[src/rtl/mix_columns_iter.sv]
// Iterative forward AES MixColumns: transforms COLS_PER_CYCLE columns per clock.
// Latency 4/COLS_PER_CYCLE cycles from input accept to out_valid; skip keeps identical timing.
// Result held in DONE until out_ready; a new state may be accepted in the same cycle.
module mix_columns_iter #(
  parameter int COLS_PER_CYCLE = 1
) (
  input  logic         clk,
  input  logic         rst,
  input  logic         in_valid,
  output logic         in_ready,
  input  logic [0:127] in_state,
  input  logic         in_skip,
  output logic         out_valid,
  input  logic         out_ready,
  output logic [0:127] out_state
);

  if (!(COLS_PER_CYCLE == 1 || COLS_PER_CYCLE == 2 || COLS_PER_CYCLE == 4)) begin : g_bad_cols
    $error("mix_columns_iter: COLS_PER_CYCLE must be 1, 2 or 4");
  end

  // The step wraps to 0 when all four columns go in one cycle; the counter is unused then.
  localparam logic [1:0] COL_STEP = 2'(COLS_PER_CYCLE);
  localparam logic [1:0] LAST_COL = 2'(4 - COLS_PER_CYCLE);

  typedef enum logic [1:0] {
    IDLE = 2'd0,
    BUSY = 2'd1,
    DONE = 2'd2
  } state_e;

  state_e       state_q, state_d;
  logic [1:0]   col_q, col_d;
  logic [0:127] work_q, work_d;
  logic         skip_q, skip_d;

  logic [1:0]   slot_idx [COLS_PER_CYCLE];
  logic [31:0]  slot_in  [COLS_PER_CYCLE];
  logic [31:0]  slot_mix [COLS_PER_CYCLE];

  function automatic logic [7:0] xtime(input logic [7:0] b);
    return {b[6:0], 1'b0} ^ (b[7] ? 8'h1b : 8'h00);
  endfunction

  // Column word holds byte 0 in [31:24] down to byte 3 in [7:0].
  function automatic logic [31:0] mix_col(input logic [31:0] s);
    logic [7:0] s0, s1, s2, s3;
    logic [7:0] d0, d1, d2, d3;
    s0 = s[31:24];
    s1 = s[23:16];
    s2 = s[15:8];
    s3 = s[7:0];
    d0 = xtime(s0);
    d1 = xtime(s1);
    d2 = xtime(s2);
    d3 = xtime(s3);
    return {d0 ^ d1 ^ s1 ^ s2 ^ s3,
            s0 ^ d1 ^ d2 ^ s2 ^ s3,
            s0 ^ s1 ^ d2 ^ d3 ^ s3,
            d0 ^ s0 ^ s1 ^ s2 ^ d3};
  endfunction

  // Only COLS_PER_CYCLE mixers exist; each one is steered to its column by the counter.
  for (genvar i = 0; i < COLS_PER_CYCLE; i++) begin : g_slot
    assign slot_idx[i] = col_q + 2'(i);
    assign slot_in[i]  = work_q[32*slot_idx[i] +: 32];
    assign slot_mix[i] = mix_col(slot_in[i]);
  end

  assign out_state = work_q;

  // Next-state, working-register update and handshake outputs.
  always_comb begin
    state_d   = state_q;
    col_d     = col_q;
    work_d    = work_q;
    skip_d    = skip_q;
    in_ready  = 1'b0;
    out_valid = 1'b0;
    case (state_q)
      IDLE: begin
        in_ready = 1'b1;
        if (in_valid) begin
          work_d  = in_state;
          skip_d  = in_skip;
          col_d   = 2'd0;
          state_d = BUSY;
        end
      end
      BUSY: begin
        for (int i = 0; i < COLS_PER_CYCLE; i++) begin
          work_d[32*slot_idx[i] +: 32] = skip_q ? slot_in[i] : slot_mix[i];
        end
        col_d = col_q + COL_STEP;
        if (col_q == LAST_COL) begin
          state_d = DONE;
        end
      end
      DONE: begin
        out_valid = 1'b1;
        in_ready  = out_ready;
        if (out_ready) begin
          if (in_valid) begin
            work_d  = in_state;
            skip_d  = in_skip;
            col_d   = 2'd0;
            state_d = BUSY;
          end else begin
            state_d = IDLE;
          end
        end
      end
      default: begin
        state_d = IDLE;
      end
    endcase
  end

  // State registers; reset abandons any in-flight state.
  always_ff @(posedge clk) begin
    if (rst) begin
      state_q <= IDLE;
      col_q   <= 2'd0;
      work_q  <= '0;
      skip_q  <= 1'b0;
    end else begin
      state_q <= state_d;
      col_q   <= col_d;
      work_q  <= work_d;
      skip_q  <= skip_d;
    end
  end

endmodule

[config.mk]
export PLATFORM = sky130hd
export DESIGN_NAME = mix_columns_iter
export DESIGN_NICKNAME = d
export VERILOG_FILES = /design/src/rtl/mix_columns_iter.sv
export SDC_FILE = /design/constraint.sdc
export NUM_CORES = 1
export LEC_CHECK = 0
export CAP_MARGIN = 0
export CORE_UTILIZATION = 30
export DETAILED_ROUTE_END_ITERATION = 7
export SLEW_MARGIN = 20
export SYNTH_ARGS = -nofsm -noshare
export SYNTH_HDL_FRONTEND = slang
export SYNTH_SLANG_ARGS = --single-unit
[constraint.sdc]
create_clock -name clk -period 2.78 [get_ports clk]
set_input_delay 0.278 -clock clk [delete_from_list [all_inputs] [get_ports clk]]
set_output_delay 0.278 -clock clk [all_outputs]
set_load 0.05 [all_outputs]
==> metrics.txt <==
post-synth top area cell dfxtp_1; first-pass GRT wire length 70500 um; Reg clk slew, reported paths 0.07 ns; min-delay worst type primary input to register; Worst R2R Start col_q[1]; slew of the pin with the lowest slew margin 0.704 ns; CTS root buffer clkbuf_16; I/O pins 263; r2r setup slk 0.03 ns; Rows 67; Clk pwr share 15.8%; CTS tree yes; RSZ-0062 raised after global routing true; Seq pwr share 19.1%; Num CTS Buffers 17; peak supply drop 0.000658 V; Post-synth EDFFs 0; register area share after synthesis 25.5%; outcome finished, final reports clean; Cells after Synth 1085; vias per cell 6.37; Comb pwr share 65.1%; Final Non-Filler Cells 1771; crit path capture type register; final hold violations 0; WP buf/inv 2; net count after synthesis 1222; warning count from the yosys run 0; CP startpoint col_q[1]; # DRC 0; Setup crit start kind register; Synth top area share 25.5%; Sw Share 48.0%; n_diodes 0; P_int 8150 uW; Hold Path Origin in_skip; Initial DRC Count 1188; final period utilization 99.0%; Routed Antenna Nets 0; Via Count 11300; critical setup path kind register to register; Worst R2R Path Depth 6; Clk Latency, worst-skew pair 0.44 ns; clock sink count 133; Initial Util 30.9%; endpoints failing setup 0; die outline height 189 um; Layout area overhead 41.1%; pwr dens 1060 mW/mm2; dpl hpwl 33600 um; Slew HR 53.0%; Cell variety after synth 43; register bit total from synthesis 133; Port Buf Inserts 262; crit path cell chain buf_12, mux4_2, buf_4, xnor2_2, xnor3_1, a2111oi_1; Avg WL per Cell 26.7 um; Hold Path Stages 3; most common cell after layout, fill and taps aside clkdlybuf4s50_1; clk buf depth 2; cell area after synthesis 0.0105 mm2; number of iterations in the first detailed-routing pass 6; CP max stage cell mux4_2; max cap viols 0; Crit path largest cell delay 0.67 ns; largest net degree at the start of global routing 65; die area 0.0356 mm2; initial antenna violation count 0; H-tree depth 4; RR Endpoint out_state[59]; Primary FF master, synth dfxtp_1; global-route usage over all layers 26.0%; Max Transition Viols Final 0; commonest non-fill, non-tap cells in the layout clkdlybuf4s50_1, a2111oi_0, nor2_1; Core Region 0.0339 mm2; Final Skew 0.0122 ns; Pleak 0.00528 uW; minimum clock period after layout 2.75 ns; CP top delay family XOR/XNOR gates; Final Util 43.6%; placer's final routability congestion estimate 0.889; number of global-route vias before repair 11100; WP data arrival 3.07 ns; Worst Hold End skip_q; switching power 7530 uW; Die Wd 189 um; global route overflow 0; Levels on crit path 6; Max Clk Rate 363 MHz; Syn Area/Cell 9.63 um2; asr flop ratio synth 0%; Final #Nets 1447; Placed Cells incl. Taps 1731; Critical Path RT 3.10 ns; Synth area leaders dfxtp_1, a2111oi_0, a211oi_1, xnor3_1, mux4_2; share of layout cells above drive strength 1 16.1%; WL final 47300 um; critical-path maximum fanout 11
power groups by stage:
stage | Sequential [uW] | Clock, uW | Combinational, uW
3_5_place_dp | 3020 | 0 | 9830
2_1_floorplan | 4500 | 0 | 4710
6_report | 3000 | 2480 | 10200
3_3_place_gp | 3030 | 0 | 9770
5_1_grt | 3050 | 2560 | 10600
4_1_cts | 2990 | 2480 | 9900
how the worst max path moves through the flow:
stage	to	slack [ns]
2_1_floorplan	out_state[84]	0.27
3_3_place_gp	out_state[76]	0.08
3_5_place_dp	out_state[76]	-0.003
4_1_cts	out_state[76]	0.008
5_1_grt	out_state[28]	-0.11
6_report	out_state[59]	0.03
stage by stage:
step	power, uW	hold slack, ns	setup slack, ns	instance area, um2	setup TNS [ns]
2_1_floorplan	9220	0.414	0.273	10500	0
3_3_place_gp	12800	0.509	0.0763	13900	0
4_1_cts	15400	0.395	0.00766	14600	0
5_1_grt	16200	0.411	-0.110	14800	-1.06
3_5_place_dp	12800	0.520	-0.00272	13900	-0.00272
6_report	15700	0.403	0.0267	14800	0
flip-flops by register name (all words and copies together) (netlist names):
signal	cells
state_q	2
col_q	2
out_state	128
skip_q	1
layout make-up:
| type | instances | area (um2) |
|---|---|---|
| fill | 3234 | 19100 |
| multi-input combinational | 798 | 7300 |
| timing repair buffer | 356 | 3580 |
| sequential | 133 | 2670 |
| tap | 448 | 561 |
| clock buffer | 19 | 443 |
| clock inverter | 13 | 181 |
| inverter | 4 | 15.0 |
cell usage after synthesis (9+ instances only):
| cell | instances |
|---|---|
| a2111oi_0 | 211 |
| a2111oi_1 | 33 |
| a2111oi_2 | 12 |
| a211oi_1 | 128 |
| and2_1 | 64 |
| and3_1 | 66 |
| buf_2 | 14 |
| buf_4 | 10 |
| clkbuf_1 | 120 |
| dfxtp_1 | 133 |
| mux4_2 | 31 |
| nor2_1 | 136 |
| xnor2_1 | 9 |
| xnor3_1 | 33 |
worst register-to-register path, stage by stage, from the launching register on:
cell and delay [ns]:
dfxtp_2 0.41, buf_12 0.18, mux4_2 0.69, buf_4 0.23, xnor2_2 0.24, xnor3_1 0.49, a2111oi_1 0.43
what timing repair did:
action | CTS | global route
resized for setup | 1 | 40
endpoints found under the setup margin | 1 | 76
setup buffers | 0 | 7
cloned | 0 | 1
pin swaps | 0 | 11
hold buffers | 0 | 0
cell families (layout without fill, tap and decap cells):
family,count (synthesis),count (layout),synth area share [%]
XOR/XNOR,73,73,13.5
buffers and inverters,155,392,6.64
multiplexers,36,37,7.31
adder cells (fa/ha/maj),4,4,0.479
AND/OR/NAND/NOR,284,284,13.9
flip-flops,133,133,25.5
AO/OA/AOI/OAI,400,400,32.7
per-layer routing:
metal,wire (um),global-route usage [%],vias to the layer above
met5,0,0,-
met3,4500,4.84,116
met2,21200,40.1,798
li1,-,-,4893
met4,1770,11.3,0
met1,19800,35.4,5474
(Power assumes the default switching activity.)
